File: config.mk
export PLATFORM = sky130hd
export DESIGN_NAME = desloc_ctrl
export DESIGN_NICKNAME = d
export VERILOG_FILES = /design/src/rtl/desloc_ctrl.sv
export SDC_FILE = /design/constraint.sdc
export NUM_CORES = 1
export LEC_CHECK = 0
export CELL_PAD_IN_SITES_DETAIL_PLACEMENT = 1
export CELL_PAD_IN_SITES_GLOBAL_PLACEMENT = 2
export CORE_MARGIN = 1.5
export CORE_UTILIZATION = 30
export DETAILED_ROUTE_END_ITERATION = 16
export GPL_TIMING_DRIVEN = 0
export HOLD_SLACK_MARGIN = 0.03
export PLACE_DENSITY_LB_ADDON = 0.1
export RECOVER_POWER = 50
export SYNTH_ARGS = -nofsm -noshare
export SYNTH_HDL_FRONTEND = slang
export SYNTH_SLANG_ARGS = --single-unit
File: constraint.sdc
create_clock -name clk -period 2.4 [get_ports clk]
set_input_delay 0.6 -clock clk [delete_from_list [all_inputs] [get_ports clk]]
set_output_delay 0.6 -clock clk [all_outputs]
set_load 0.01 [all_outputs]
File: src/rtl/desloc_ctrl.sv
// desloc_ctrl: command sequencer for a 4-bit shift register.
//
// Commands are accepted one at a time over a valid/ready handshake:
//   LOAD (00), SHL (01), SHR (10) and ROTL (11).
// The controller then drives the register's op, parallel and serial inputs
// for the required number of cycles, and pulses done for one cycle while
// the register holds the final result.
//
// Ports:
//   clk, reset      - clock (rising edge), asynchronous active-high reset
//   cmd_valid/ready - command handshake; ready only while idle
//   cmd_kind        - 00 LOAD, 01 SHL, 10 SHR, 11 ROTL
//   cmd_count       - number of shift/rotate steps (ignored for LOAD)
//   cmd_data        - parallel word for LOAD
//   cmd_fill        - serial fill bit for SHL/SHR
//   reg_q           - current register contents
//   reg_op          - register op: 00 NOP, 01 SHL, 10 SHR, 11 LOAD
//   reg_parallel    - register parallel input (latched command data)
//   reg_serial      - register serial input
//   busy            - command in progress
//   done            - one-cycle completion pulse
//
// Optional feature (macro DESLOC_CTRL_ABORT_EN):
//   abort           - input; ends a shift/rotate early, suppressing the shift
//                     in the cycle it is seen
//   aborted         - output; high together with done after an abort
module desloc_ctrl #(
    parameter int WIDTH = 4,
    parameter int CNT_W = 3
) (
    input  logic             clk,
    input  logic             reset,
    input  logic             cmd_valid,
    output logic             cmd_ready,
    input  logic [1:0]       cmd_kind,
    input  logic [CNT_W-1:0] cmd_count,
    input  logic [WIDTH-1:0] cmd_data,
    input  logic             cmd_fill,
    input  logic [WIDTH-1:0] reg_q,
    output logic [1:0]       reg_op,
    output logic [WIDTH-1:0] reg_parallel,
    output logic             reg_serial,
    output logic             busy,
    output logic             done
`ifdef DESLOC_CTRL_ABORT_EN
    ,
    input  logic             abort,
    output logic             aborted
`endif
);

    typedef enum logic [1:0] {
        S_IDLE,
        S_LOAD,
        S_SHIFT,
        S_DONE
    } state_t;

    localparam logic [1:0] KIND_LOAD = 2'b00;
    localparam logic [1:0] KIND_SHR  = 2'b10;
    localparam logic [1:0] KIND_ROTL = 2'b11;

    localparam logic [1:0] OP_NOP  = 2'b00;
    localparam logic [1:0] OP_SHL  = 2'b01;
    localparam logic [1:0] OP_SHR  = 2'b10;
    localparam logic [1:0] OP_LOAD = 2'b11;

    state_t           state_q, state_d;
    logic [1:0]       kind_q, kind_d;
    logic [CNT_W-1:0] cnt_q, cnt_d;
    logic [WIDTH-1:0] data_q, data_d;
    logic             fill_q, fill_d;
    logic [1:0]       reg_op_q, reg_op_d;
    logic             busy_q, busy_d;
    logic             done_q, done_d;
    logic             ready_q, ready_d;
`ifdef DESLOC_CTRL_ABORT_EN
    logic             aborted_q, aborted_d;
`endif

    // Only the MSB of the register is needed (rotate feedback).
    logic unused_reg_bits;
    assign unused_reg_bits = ^reg_q[WIDTH-2:0];

    // Next-state logic. Outputs are computed from the next state so that
    // they are registered and line up with the state they belong to.
    always_comb begin
        state_d = state_q;
        kind_d  = kind_q;
        cnt_d   = cnt_q;
        data_d  = data_q;
        fill_d  = fill_q;
`ifdef DESLOC_CTRL_ABORT_EN
        aborted_d = 1'b0;
`endif
        unique case (state_q)
            S_IDLE: begin
                if (cmd_valid) begin
                    kind_d = cmd_kind;
                    cnt_d  = cmd_count;
                    data_d = cmd_data;
                    fill_d = cmd_fill;
                    if (cmd_kind == KIND_LOAD) begin
                        state_d = S_LOAD;
                    end else if (cmd_count == '0) begin
                        state_d = S_DONE;
                    end else begin
                        state_d = S_SHIFT;
                    end
                end
            end
            S_LOAD: begin
                state_d = S_DONE;
            end
            S_SHIFT: begin
                // The counter is never zero here, so the decrement cannot wrap.
                cnt_d = cnt_q - CNT_W'(1);
                if (cnt_q == CNT_W'(1)) begin
                    state_d = S_DONE;
                end
`ifdef DESLOC_CTRL_ABORT_EN
                if (abort) begin
                    state_d   = S_DONE;
                    cnt_d     = '0;
                    aborted_d = 1'b1;
                end
`endif
            end
            S_DONE: begin
                state_d = S_IDLE;
            end
            default: begin
                state_d = S_IDLE;
            end
        endcase

        reg_op_d = OP_NOP;
        if (state_d == S_LOAD) begin
            reg_op_d = OP_LOAD;
        end else if (state_d == S_SHIFT) begin
            reg_op_d = (kind_d == KIND_SHR) ? OP_SHR : OP_SHL;
        end
        busy_d  = (state_d != S_IDLE);
        done_d  = (state_d == S_DONE);
        ready_d = (state_d == S_IDLE);
    end

    always_ff @(posedge clk or posedge reset) begin
        if (reset) begin
            state_q   <= S_IDLE;
            kind_q    <= '0;
            cnt_q     <= '0;
            data_q    <= '0;
            fill_q    <= 1'b0;
            reg_op_q  <= OP_NOP;
            busy_q    <= 1'b0;
            done_q    <= 1'b0;
            ready_q   <= 1'b1;
`ifdef DESLOC_CTRL_ABORT_EN
            aborted_q <= 1'b0;
`endif
        end else begin
            state_q   <= state_d;
            kind_q    <= kind_d;
            cnt_q     <= cnt_d;
            data_q    <= data_d;
            fill_q    <= fill_d;
            reg_op_q  <= reg_op_d;
            busy_q    <= busy_d;
            done_q    <= done_d;
            ready_q   <= ready_d;
`ifdef DESLOC_CTRL_ABORT_EN
            aborted_q <= aborted_d;
`endif
        end
    end

    assign cmd_ready    = ready_q;
    assign busy         = busy_q;
    assign done         = done_q;
    assign reg_parallel = data_q;

    // Rotate feeds the live MSB back in; everything else uses the latched fill.
    assign reg_serial = (state_q == S_SHIFT && kind_q == KIND_ROTL) ? reg_q[WIDTH-1] : fill_q;

`ifdef DESLOC_CTRL_ABORT_EN
    // An abort suppresses the shift in the very cycle it is seen.
    assign reg_op  = (state_q == S_SHIFT && abort) ? OP_NOP : reg_op_q;
    assign aborted = aborted_q;
`else
    assign reg_op = reg_op_q;
`endif

endmodule

* Word-level counts from Yosys, hierarchy flattened
Cells that the tools add are included.
Storage, ports and cells: latch bits 0, output and inout bits 10, bits in read-only memories 0, register bits after elaboration 17, RAM bits 0, logic and storage cells 42, memories 0
Operators by class: divide/modulo/power cells 0, multipliers 0, shift operators 0, bitwise gates (word level) 0, reduce and logical (&&, ||, !) cells 9, $add $sub $neg 1, $lt $le $gt $ge 0, mux-type cells 13, equality and inequality tests 10
Operators with widths (count):
- 2-to-1 mux 2 bit | 8
- equality test 2 bit, second input constant | 6
- case mux 2 bit (4 select lines) | 1
- zero test 2 bit | 3
- case mux 3 bit (2 select lines) | 1
- equality test 2 x 1 -> 1 bit, second input constant | 2
- AND reduction 2 bit | 2
- nonzero test 2 bit | 2
- equality test 3 x 1 -> 1 bit, second input constant | 1
- zero test 3 bit | 1
- 2-to-1 mux 3 bit | 1
- subtractor 3 x 1 -> 3 bit, second input constant | 1
- 2-to-1 mux 1 bit | 2
- != test 2 bit, second input constant | 1
- logical AND 1 bit | 1

* Longest topological paths before layout
depth after elaboration 8, depth in mapped cells 7

* Worst setup path before layout
No wires, ideal clock.
kind reg-to-output, start point reg state_q[0], end point out reg_serial, arrival 1.160 ns, buffers on the path 1, cell stages (with the launch flop) 6, setup slack 0.640 ns, cells stage by stage dfrtp_1 > inv_1 > ha_1 > buf_2 > nand3_1 > mux2_2
Between the ends: word-level cells in the longest chain between the ends 3
RTL lines:
- from (decl) | RTL line 68 | state_t state_q, state_d;
- from (signal assigned) | RTL line 163 | state_q <= state_d;
- equality test 2 bit | RTL line 184 | assign reg_serial = (state_q == S_SHIFT && kind_q == KIND_ROTL) ? reg_q[WIDTH-1] : fill_q;
- logical AND 1 bit | RTL line 184
- 2-to-1 mux 1 bit | RTL line 184
- to (decl) | RTL line 42 | output logic reg_serial,
No other way between the ends.

* Final worst setup path
Ends and elaborated chain as after synthesis.

==> results.json <==
{
  "status": "completed",
  "synth-seq-area-share_pct": 47.6,
  "grt_pass1_vias": 676,
  "cts_made_buffers": 3,
  "fin_crit_ns": 2.22,
  "fin_util_pct": 42.1,
  "synthTopCellsByCount": "dfrtp_1, inv_1, mux2_2",
  "ys_seq_elements": 17,
  "antenna_cells": 0,
  "drv_cap": 0,
  "fmax_mhz": 451,
  "synth_nets": 103,
  "die-area_um2": 3320,
  "h-tree-depth": 1,
  "crit-reg2reg-launch": "state_q[0]",
  "p_per_area_nw_per_um2": 1310,
  "cp_cell_sequence": "inv_1 > ha_1 > buf_4 > nand3_1 > mux2_2 > clkbuf_2",
  "setup_viol": 0,
  "rrSetupSlack_ns": 0.64,
  "async_flop_share_pct": 100,
  "grt_max_degree": 18,
  "clock_skew_ns": 0.00160,
  "area_growth_pct": 32.0,
  "routed_wl_mm": 1.86,
  "slowest_stage": "dfrtp_1",
  "synth.area.top_cells": "dfrtp_1, mux2_2, ha_1",
  "synth-edff-count": 0,
  "num_io_pins": 27,
  "synth_cell_type_count": 33,
  "num_rows": 19,
  "yosysTopAreaCellShare_pct": 44.7,
  "cp-endpoint": "reg_serial",
  "post-route-drc-count": 0,
  "drt-pass1-iter-count": 2,
  "drtIter0Drc": 7,
  "tns_ns": 0,
  "rr_endpoint": "reg_op[0]",
  "worstSetupEndpointType": "output port",
  "rsz0062_at_grt": "no",
  "design.core.area_um2": 2810,
  "clkTransAtPathRegs_ns": 0.11,
  "placed_area_um2": 1150,
  "grt_pass1_wl_mm": 3.31,
  "place.detailed.hpwl_mm": 1.38,
  "antenna_left": 0,
  "grt_usage_pct": 13.0,
  "grt.overflow.total": 0,
  "final_hold_viol_count": 0,
  "drive_above_1_share_pct": 19.3,
  "wire_per_inst_um": 13.3,
  "antenna_found_initial": 0,
  "root_buffer": "clkbuf_4",
  "clkSinkCount": 17,
  "crit_type": "register to output port",
  "ir_drop_v": 0.000535,
  "hold_class": "primary input to register",
  "crit_required_ns": 1.80,
  "synth_cells": 81,
  "cts_tree": "yes",
  "vias": 681,
  "slew_viol_final": 0,
  "nFillCells": 318,
  "arrival_ns": 1.62,
  "critPathMaxFanout": 9,
  "slew_headroom_pct": 49.1,
  "fin_nets": 132,
  "cp-start-kind": "register",
  "yosys_warnings": 0,
  "netlist_area_um2": 896,
  "p_leak_nw": 0.533,
  "cts_max_path_buffers": 2,
  "port_buffers": 22,
  "synth_top_flop_cell": "dfrtp_1",
  "worstSkewPairLatency_ns": 0.29,
  "vias_per_cell": 4.86,
  "postCtsHoldBufs": 0,
  "fin_area_um2": 1180,
  "synth.most_common_cell": "dfrtp_1",
  "worst_pin_slew_ns": 0.756,
  "crit_start": "state_q[0]",
  "die_x_um": 57.6,
  "start_util_pct": 31.9,
  "r2r_cells": 6,
  "place.gp.congestion": 0.702,
  "yosysTopAreaCell": "dfrtp_1",
  "total_power_mw": 1.54,
  "syn_area_per_cell_um2": 11.1,
  "regArea_um2": 427,
  "multi_input_area_um2": 407,
  "die_y_um": 57.6,
  "finalCritPeriodShare_pct": 92.3,
  "slowest_delay_ns": 0.36
}
==> flip-flops by register name, indices dropped and copies added (netlist names) <==
name and flops:
reg_op 2, cmd_ready 1, reg_parallel 4, state_q 2
done 1, kind_q 2, cnt_q 3, fill_q 1
busy 1
==> per-layer routing <==
layer / GRT usage [%] / routed length [um] / vias to the layer above
met4: 5.98 / 18 / 0
li1: - / - / 338
met2: 20.9 / 896 / 15
met1: 17.3 / 877 / 326
met3: 2.01 / 68 / 2
met5: 0 / 0 / -
==> worst max-delay path, delay by kind of cell (launching register included) <==
kind                     cells  cell delay (ns)
adder cells (fa/ha/maj)      1             0.19
buffers and inverters        3             0.35
flip-flops                   1             0.36
multiplexers                 1             0.33
AND/OR/NAND/NOR              1             0.08
==> through the flow <==
stage | cells | hold WS (ns) | setup slack, ns
after floorplan | 81 | 0.474 | 0.640
after global placement | 134 | 0.487 | 0.0821
after detailed placement | 134 | 0.492 | 0.0838
after CTS | 139 | 0.489 | 0.00306
after global routing | 140 | 0.513 | 0.100
final | 140 | 0.499 | 0.184
==> cell usage in the layout (no fill, tap or decap) <==
| cell type | synthesis | routed |
|---|---|---|
| nor2_1 | 5 | 5 |
| buf_6 | 1 | 1 |
| mux2i_1 | 2 | 2 |
| ha_1 | 5 | 5 |
| mux2_2 | 8 | 8 |
| nor3_1 | 3 | 3 |
| inv_2 | 1 | 1 |
| a21oi_1 | 2 | 2 |
| clkinv_2 | 0 | 1 |
| o2bb2ai_1 | 1 | 1 |
| nand2_1 | 2 | 3 |
| clkbuf_4 | 0 | 3 |
| nand3b_1 | 1 | 1 |
| dfstp_2 | 1 | 1 |
| inv_1 | 8 | 8 |
| a31oi_1 | 2 | 2 |
| dfrtp_1 | 16 | 16 |
| and4b_1 | 1 | 1 |
| and2_1 | 1 | 1 |
| nor3b_1 | 1 | 2 |
| o22ai_4 | 1 | 1 |
| and3_1 | 1 | 1 |
| o21ai_0 | 1 | 2 |
| nor2_4 | 1 | 1 |
| dlygate4sd3_1 | 0 | 1 |
| buf_4 | 0 | 3 |
| nand2b_1 | 1 | 1 |
| or2_1 | 1 | 1 |
| clkdlybuf4s50_1 | 0 | 20 |
| o221ai_1 | 1 | 1 |
| clkbuf_2 | 0 | 1 |
| nand3_1 | 2 | 2 |
| and2b_1 | 0 | 1 |
| a21o_1 | 1 | 1 |
| o21ai_1 | 5 | 5 |
==> area by class of cell <==
class	instances	area share, %
Timing Repair Buffer	24	19.5
Multi-Input combinational cell	53	34.4
Inverter	9	2.86
Clock inverter	1	0.423
Sequential cell	17	36.1
Tap cell	31	3.28
Buffer	2	1.59
Clock buffer	3	1.90
==> power by group <==
group / internal, mW / leakage [nW] / total, mW / switching [mW]
logic: 0.449 / 0.316 / 0.864 / 0.414
registers: 0.438 / 0.199 / 0.518 / 0.0796
clock network: 0.0620 / 0.0177 / 0.162 / 0.0997
==> timing repair <==
item,in CTS,in global routing
setup endpoints to repair,1,1
buffers inserted,1,1
resized for setup,2,2
pin swaps,0,0
==> worst min path at each step <==
stage | start | end | slack [ns] | cells past startpoint
after floorplan | fill_q | fill_q | 0.47 | 1
after CTS | cmd_valid | cnt_q[2] | 0.49 | 2
after global placement | fill_q | fill_q | 0.49 | 1
after detailed placement | fill_q | fill_q | 0.49 | 1
after global routing | cmd_valid | cnt_q[2] | 0.51 | 2
final | cmd_valid | cnt_q[2] | 0.50 | 2
==> cell families (layout without fill, tap and decap cells) <==
| kind of cell | Yosys count | in the layout | synth area share [%] |
|---|---|---|---|
| AOI/OAI and AO/OA | 15 | 15 | 11.9 |
| adders and majority gates | 5 | 5 | 6.98 |
| buffers and inverters | 11 | 39 | 5.59 |
| DFF | 17 | 17 | 47.6 |
| muxes | 10 | 10 | 12.3 |
| and+or+nand+nor | 23 | 23 | 15.6 |
Note: power is estimated with default switching activity, not from simulation.
